### src/rtl/sata_prims_pkg.sv
// sata_prims_pkg: shared SATA primitive constants, link alignment states and helpers.
package sata_prims_pkg;
  localparam logic [31:0] ALIGN_DWORD   = 32'h7B4A4ABC;
  localparam logic [3:0]  ALIGN_CHARISK = 4'b0001;
  localparam logic [7:0]  K28_5         = 8'hBC;
  localparam logic [1:0]  UNLOCKED      = 2'd0;
  localparam logic [1:0]  LOCKING       = 2'd1;
  localparam logic [1:0]  LOCKED        = 2'd2;
  function automatic logic [2:0] popcount4(input logic [3:0] v);
    return 3'(v[0]) + 3'(v[1]) + 3'(v[2]) + 3'(v[3]);
  endfunction
endpackage

### src/rtl/sata_rx_dword_align_if.sv
// sata_rx_dword_align_if: PHY-side rx bus in, aligned link-side bus out.
// SATA_RX_ALIGN_STATS_EN adds the relock and error-byte counters.
interface sata_rx_dword_align_if;
  logic        phy_ready;
  logic [31:0] rxdata_in;
  logic [3:0]  rxcharisk_in;
  logic [3:0]  rxerr_in;
  logic [31:0] data_out;
  logic [3:0]  charisk_out;
  logic [3:0]  err_out;
  logic        aligned;
  logic        align_det;
  logic [1:0]  offset_out;
`ifdef SATA_RX_ALIGN_STATS_EN
  logic [15:0] relock_cnt;
  logic [15:0] err_byte_cnt;
`endif
  modport master (
`ifdef SATA_RX_ALIGN_STATS_EN
    input relock_cnt, err_byte_cnt,
`endif
    output phy_ready, rxdata_in, rxcharisk_in, rxerr_in,
    input data_out, charisk_out, err_out, aligned, align_det, offset_out
  );
  modport slave (
`ifdef SATA_RX_ALIGN_STATS_EN
    output relock_cnt, err_byte_cnt,
`endif
    input phy_ready, rxdata_in, rxcharisk_in, rxerr_in,
    output data_out, charisk_out, err_out, aligned, align_det, offset_out
  );
endinterface

### src/rtl/sata_byte_shifter.sv
// sata_byte_shifter: combinational 64-to-32 byte barrel shift of data/k/err windows.
module sata_byte_shifter (
  input  logic [63:0] data_win,
  input  logic [7:0]  k_win,
  input  logic [7:0]  err_win,
  input  logic [1:0]  offset,
  output logic [31:0] data,
  output logic [3:0]  k,
  output logic [3:0]  err
);
  assign data = data_win[{offset, 3'b000} +: 32];
  assign k    = k_win[offset +: 4];
  assign err  = err_win[offset +: 4];
endmodule

### src/rtl/sata_rx_dword_align.sv
// sata_rx_dword_align: locks onto the ALIGN K28.5 lane and shifts rx words so primitives start in lane 0.
// Optional SATA_RX_ALIGN_STATS_EN adds relock_cnt and err_byte_cnt.
module sata_rx_dword_align
  import sata_prims_pkg::*;
#(
  parameter int DATA_BYTE_WIDTH = 4,
  parameter int LOCK_COUNT      = 2,
  parameter int UNLOCK_ERRS     = 4
) (
  input logic clk,
  input logic rst,
  sata_rx_dword_align_if.slave bus
);
  localparam int DW = 8 * DATA_BYTE_WIDTH;
  localparam logic [3:0] LC = 4'(LOCK_COUNT);
  localparam logic [3:0] UE = 4'(UNLOCK_ERRS);
  logic [DW-1:0] prev_data;
  logic [3:0] prev_k, prev_err, hit, cnt, cnt_n, sh_k, sh_err;
  logic [1:0] state, state_n, offset, offset_n, cand, cand_n, hit_idx;
  logic [31:0] sh_data;
  logic [63:0] win_data;
  logic [7:0] win_k, win_err;
  assign win_data = {bus.rxdata_in, prev_data};
  assign win_k    = {bus.rxcharisk_in, prev_k};
  assign win_err  = {bus.rxerr_in, prev_err};
  for (genvar i = 0; i < 4; i++) begin : g_hit
    assign hit[i] = win_data[8*i +: 32] == ALIGN_DWORD && win_k[i +: 4] == ALIGN_CHARISK;
  end
  assign hit_idx = hit[0] ? 2'd0 : hit[1] ? 2'd1 : hit[2] ? 2'd2 : 2'd3;
  sata_byte_shifter u_shift (
    .data_win(win_data), .k_win(win_k), .err_win(win_err), .offset(offset),
    .data(sh_data), .k(sh_k), .err(sh_err)
  );
  always_comb begin
    state_n  = state;
    cnt_n    = cnt;
    cand_n   = cand;
    offset_n = offset;
    if (!bus.phy_ready) begin
      state_n = UNLOCKED;
      cnt_n   = '0;
    end else if (|hit) begin
      case (state)
        UNLOCKED: begin
          state_n  = LC == 4'd1 ? LOCKED : LOCKING;
          offset_n = LC == 4'd1 ? hit_idx : offset;
          cand_n   = hit_idx;
          cnt_n    = LC == 4'd1 ? 4'd0 : 4'd1;
        end
        LOCKING: begin
          cand_n = hit_idx;
          cnt_n  = hit_idx == cand ? cnt + 4'd1 : 4'd1;
          if (hit_idx == cand && cnt_n == LC) begin
            state_n  = LOCKED;
            offset_n = cand;
            cnt_n    = '0;
          end
        end
        LOCKED: begin
          // cnt now counts consecutive ALIGNs seen at a foreign offset
          cnt_n = hit_idx == offset ? 4'd0 : cnt + 4'd1;
          if (cnt_n == UE) begin
            state_n = UNLOCKED;
            cnt_n   = '0;
          end
        end
        default: state_n = UNLOCKED;
      endcase
    end
  end
  always_ff @(posedge clk or negedge rst) begin
    if (!rst) begin
      prev_data       <= '0;
      prev_k          <= '0;
      prev_err        <= '0;
      state           <= UNLOCKED;
      cnt             <= '0;
      cand            <= '0;
      offset          <= '0;
      bus.data_out    <= '0;
      bus.charisk_out <= '0;
      bus.err_out     <= '0;
      bus.align_det   <= 1'b0;
    end else begin
      prev_data       <= bus.rxdata_in;
      prev_k          <= bus.rxcharisk_in;
      prev_err        <= bus.rxerr_in;
      state           <= state_n;
      cnt             <= cnt_n;
      cand            <= cand_n;
      offset          <= offset_n;
      bus.data_out    <= sh_data;
      bus.charisk_out <= sh_k;
      bus.err_out     <= sh_err;
      bus.align_det   <= hit[offset];
    end
  end
  assign bus.aligned    = state == LOCKED;
  assign bus.offset_out = offset;
`ifdef SATA_RX_ALIGN_STATS_EN
  logic [16:0] err_sum;
  assign err_sum = 17'(bus.err_byte_cnt) + 17'(popcount4(bus.err_out));
  always_ff @(posedge clk or negedge rst) begin
    if (!rst) begin
      bus.relock_cnt   <= '0;
      bus.err_byte_cnt <= '0;
    end else begin
      if (state == LOCKED && state_n == UNLOCKED && bus.relock_cnt != 16'hFFFF)
        bus.relock_cnt <= bus.relock_cnt + 16'd1;
      bus.err_byte_cnt <= err_sum[16] ? 16'hFFFF : err_sum[15:0];
    end
  end
`endif
endmodule

### src/flat_wrapper.sv
// flat-port wrapper written by rule: the top's interface ports become plain ports
module sata_rx_dword_align_flat import sata_prims_pkg::*;
#(
  parameter int DATA_BYTE_WIDTH = 4,
  parameter int LOCK_COUNT      = 2,
  parameter int UNLOCK_ERRS     = 4
)
  (clk, rst, bus_phy_ready, bus_rxdata_in, bus_rxcharisk_in, bus_rxerr_in, bus_data_out, bus_charisk_out, bus_err_out, bus_aligned, bus_align_det, bus_offset_out);
  sata_rx_dword_align_if bus_i ();
  input logic clk;
  input logic rst;
  input wire logic [$bits(bus_i.phy_ready)-1:0] bus_phy_ready;
  input wire logic [$bits(bus_i.rxdata_in)-1:0] bus_rxdata_in;
  input wire logic [$bits(bus_i.rxcharisk_in)-1:0] bus_rxcharisk_in;
  input wire logic [$bits(bus_i.rxerr_in)-1:0] bus_rxerr_in;
  output wire logic [$bits(bus_i.data_out)-1:0] bus_data_out;
  output wire logic [$bits(bus_i.charisk_out)-1:0] bus_charisk_out;
  output wire logic [$bits(bus_i.err_out)-1:0] bus_err_out;
  output wire logic [$bits(bus_i.aligned)-1:0] bus_aligned;
  output wire logic [$bits(bus_i.align_det)-1:0] bus_align_det;
  output wire logic [$bits(bus_i.offset_out)-1:0] bus_offset_out;
  assign bus_i.phy_ready = bus_phy_ready;
  assign bus_i.rxdata_in = bus_rxdata_in;
  assign bus_i.rxcharisk_in = bus_rxcharisk_in;
  assign bus_i.rxerr_in = bus_rxerr_in;
  assign bus_data_out = bus_i.data_out;
  assign bus_charisk_out = bus_i.charisk_out;
  assign bus_err_out = bus_i.err_out;
  assign bus_aligned = bus_i.aligned;
  assign bus_align_det = bus_i.align_det;
  assign bus_offset_out = bus_i.offset_out;
  sata_rx_dword_align #(.DATA_BYTE_WIDTH(DATA_BYTE_WIDTH), .LOCK_COUNT(LOCK_COUNT), .UNLOCK_ERRS(UNLOCK_ERRS)) u_core (.clk(clk), .rst(rst), .bus(bus_i));
endmodule
### config.mk
export PLATFORM = sky130hd
export DESIGN_NAME = sata_rx_dword_align_flat
export DESIGN_NICKNAME = d
export VERILOG_FILES = /design/src/rtl/sata_prims_pkg.sv /design/src/rtl/sata_rx_dword_align_if.sv /design/src/rtl/sata_byte_shifter.sv /design/src/rtl/sata_rx_dword_align.sv /design/src/flat_wrapper.sv
export SDC_FILE = /design/constraint.sdc
export NUM_CORES = 1
export LEC_CHECK = 0
export CAP_MARGIN = 20
export CELL_PAD_IN_SITES_DETAIL_PLACEMENT = 1
export CELL_PAD_IN_SITES_GLOBAL_PLACEMENT = 2
export CORE_MARGIN = 4
export CORE_UTILIZATION = 39
export DETAILED_ROUTE_END_ITERATION = 8
export PLACE_DENSITY_LB_ADDON = 0.1
export SLEW_MARGIN = 0
export SYNTH_ARGS = -nofsm -noshare
export SYNTH_HDL_FRONTEND = slang
export SYNTH_SLANG_ARGS = --single-unit
### constraint.sdc
create_clock -name clk -period 3.3 [get_ports clk]
set_input_delay 0.495 -clock clk [delete_from_list [all_inputs] [get_ports clk]]
set_output_delay 0.495 -clock clk [all_outputs]
set_load 0.02 [all_outputs]
==> results.toml <==
[finish]
multiInputGateArea_um2 = 1810
layout.cells.non_filler = 494
design_area_um2 = 5410
diodes = 0
nets = 403
drive_gt1_frac = 0.207
final_util = 0.519
seqCellArea_um2 = 2280
fillers = 1024
syn_to_final_growth_pct = 28.6

[cts]
cts_buffers = 9
clk_path_buf_depth = 2
clkTransAtPathRegs_ns = 0.08
htreeDepth = 3
cts_tree = "built"
post_cts_resized = 0
ctsHoldBuffers = 0
cts.sink_count = 91
postCtsSetupBuffers = 0
clk_latency_ns = 0.36
clock-root-buffer = "clkbuf_8"

[sta]
min_period_ns = 2.71
hold_violations = 0
timing.fmax_mhz = 370
tightest_slew_ns = 0.854
setup_tns_ns = 0
rsz0062_at_grt = "no"
drv_slew = 0
setup_viol = 0
skew_ns = 0.0101
max_slew_margin = 0.431
fin_crit_sh = 0.820

[power_and_ir_drop]
p_sw_w = 0.000526
p_int_w = 0.00171
pwr-share-comb = 0.106
power.clock.fraction = 0.356
power_density_nw_per_um2 = 414
switching_share = 0.235
pwr-share-seq = 0.538
leakage_nw = 2.08
peakVddDrop_mv = 0.269

[worst_setup_path]
crit_path_end_kind = "flip-flop"
cp_slowest_cell = "clkdlybuf4s50_1"
crit_required_ns = 3.54
timing.rr.end = "u_core.bus.offset_out[0]"
path_cells = "clkdlybuf4s50_1, nand4_1, nor4b_1, nand3_1, a21oi_2, nand2b_2, nand2_2, nor3_2, mux2_1"
worstSetupPathType = "in2reg"
reg2reg_slack_ns = 0.76
rr_startpoint = "u_core.prev_k[3]"
path_max_fanout = 6
arrival_ns = 2.95
slowest_delay_ns = 0.58
critPathLaunchType = "input port"
worstRegToRegCells = 8

[drt]
firstDrtPassIters = 4
wl_per_cell_um = 21.2
wl_um = 10500
ant_nets = 0
vias_per_cell = 5.59
drt-initial-drc-count = 116
drc = 0
via_count = 2763

[synthesis]
synth_seq_cells = 91
syn_area_um2 = 4200
syn_nets = 310
postSynthAreaPerCell_um2 = 16.0
yosysWarnings = 0
syn-instance-count = 262
synth.distinct_cells = 58
synth.yosys.seq_area_share = 0.542

[floorplan]
die_h_um = 112
core_area_um2 = 10400
row_count = 37
die_w_um = 112
start_util = 0.403
pin_count = 87
dieArea_um2 = 12500

[job]
max-cap-violations = 0

[place]
place_congestion = 0.833
dp_cells = 480
post_dp_cell_area_um2 = 5200
port_buffers = 86
place_hpwl_um = 7830

[grt]
antenna_found_initial = 0
grt-ovfl-total = 0
track_usage = 0.176
grt_pass1_wl_um = 17100
grt_max_degree = 68
grt_pass1_vias = 2899

[status]
status = "completed"

[min_path]
hold_path_class = "in2async"
[worst max path at each step]
| stage | startpoint | end | slack (ns) | cells after the start |
|---|---|---|---|---|
| final | bus_rxdata_in[0] | u_core.bus.offset_out[0] | 0.59 | 9 |
| after global placement | bus_rxdata_in[8] | u_core.bus.offset_out[0] | 0.34 | 9 |
| after floorplan | u_core.prev_data[26] | u_core.bus.offset_out[0] | 1.12 | 8 |
| after CTS | bus_rxdata_in[0] | u_core.bus.offset_out[0] | 0.60 | 9 |
| after detailed placement | bus_rxdata_in[8] | u_core.bus.offset_out[0] | 0.26 | 9 |
| after global routing | bus_rxdata_in[0] | u_core.bus.offset_out[1] | 0.31 | 9 |
[through the flow]
stage	hold WS, ns	power [W]	setup WS (ns)
final	0.236	0.00224	0.594
after global routing	0.279	0.00234	0.311
after CTS	0.270	0.00227	0.598
after detailed placement	0.481	0.00147	0.257
after global placement	0.475	0.00146	0.336
after floorplan	0.199	0.00129	1.12
[layout by cell type (no fill, tap or decap), types with 2 or more instances in the layout]
cell type / synthesis / final
dfrtp_1: 91 / 89
clkdlybuf4s50_1: 0 / 85
mux4_2: 30 / 30
nand2_1: 11 / 11
mux4_1: 10 / 10
clkbuf_8: 3 / 9
buf_4: 2 / 9
nor3_1: 8 / 8
nor2_1: 7 / 7
inv_1: 6 / 6
nand4b_1: 5 / 5
nand3_1: 5 / 5
o21ai_0: 5 / 5
ha_1: 5 / 5
and3_1: 4 / 4
nand4_1: 4 / 4
nor4b_1: 4 / 4
xnor2_1: 4 / 4
a21oi_1: 4 / 4
nor3b_1: 2 / 2
and4b_2: 2 / 2
nor3_2: 2 / 2
a31oi_1: 2 / 2
o21ai_1: 2 / 2
nand2b_1: 2 / 2
a21o_1: 2 / 2
a32o_1: 2 / 2
mux2_1: 2 / 2
mux2i_1: 2 / 2
clkinv_2: 0 / 2
bufinv_16: 0 / 2
dfrtp_2: 0 / 2
[routing by layer]
metal  vias up  wire [um]  GRT usage
li1       1210          -          -
met5         -          0          0
met4         0         83     0.0487
met1      1460       4690      0.251
met3         7        580     0.0380
met2        86       5120      0.273
[cells in the mapped netlist, drive strengths merged]
cell	instances	area, um2
a32o	2	20.0
nor4	2	27.5
xor2	1	16.3
a22oi	1	7.51
and3	4	25.0
and4b	2	22.5
o21ai	7	35.0
nand4bb	2	38.8
o2bb2a	1	20.0
xnor2	5	51.3
nor2	8	32.5
buf	5	33.8
a31oi	2	12.5
o21a	1	7.51
clkbuf	7	56.3
nand3	6	35.0
o2111ai	1	15.0
ha	5	62.6
o31ai	1	7.51
a21o	2	15.0
nand4b	5	43.8
nor3	10	60.1
and4bb	1	12.5
a21boi	1	7.51
nor3b	2	15.0
nand2	12	47.6
inv	6	22.5
nand2b	3	21.3
nor4b	4	35.0
and4	1	11.3
dfrtp	91	2280
a21oi	5	28.8
nor2b	1	6.26
a221oi	1	8.76
nand3b	1	7.51
o211a	1	10.0
mux4	40	938
mux2	3	33.8
o211ai	1	7.51
nand4	5	37.5
or2b	1	7.51
mux2i	2	20.0
[cell type report]
cell class	instances	share of cell area
multi-input combinational	153	0.335
clock buffer	9	0.0229
inverter	6	0.00417
timing repair buffer	94	0.170
tap	136	0.0315
clock inverter	5	0.0146
sequential	91	0.422
[kinds of logic (layout without fill, tap and decap cells)]
family	Yosys count	count (layout)	share of synthesized area
flip-flops	91	91	0.542
AND/OR/NAND/NOR	70	70	0.116
multiplexers	45	45	0.236
AO/OA/AOI/OAI	27	27	0.0482
buffers and inverters	18	114	0.0268
XOR/XNOR	6	6	0.0161
adder cells (fa/ha/maj)	5	5	0.0149
[state kept, by name, summed over array words and instances, names as in the netlist]
register                count
u_core.prev_data           32
u_core.bus.err_out          4
u_core.bus.charisk_out      4
u_core.bus.align_det        1
u_core.cand                 2
u_core.cnt                  4
u_core.state                2
u_core.prev_k               4
u_core.bus.offset_out       2
u_core.prev_err             4
u_core.bus.data_out        32
[power by group through the flow]
stage                logic, W  clock network, W  registers (W)
finish               0.000237          0.000797        0.00120
global placement     0.000239                 0        0.00122
floorplan           0.0000490                 0        0.00124
CTS                  0.000242          0.000829        0.00120
global route         0.000253          0.000875        0.00121
detailed placement   0.000239                 0        0.00123
[worst max-delay path, delay by kind of cell]
family                 cells  cell delay, ns
AOI/OAI and AO/OA          1            0.28
buffers and inverters      1            0.58
muxes                      1            0.34
and+or+nand+nor            6            1.24
No activity file was read; power rests on OpenSTA's default activity.
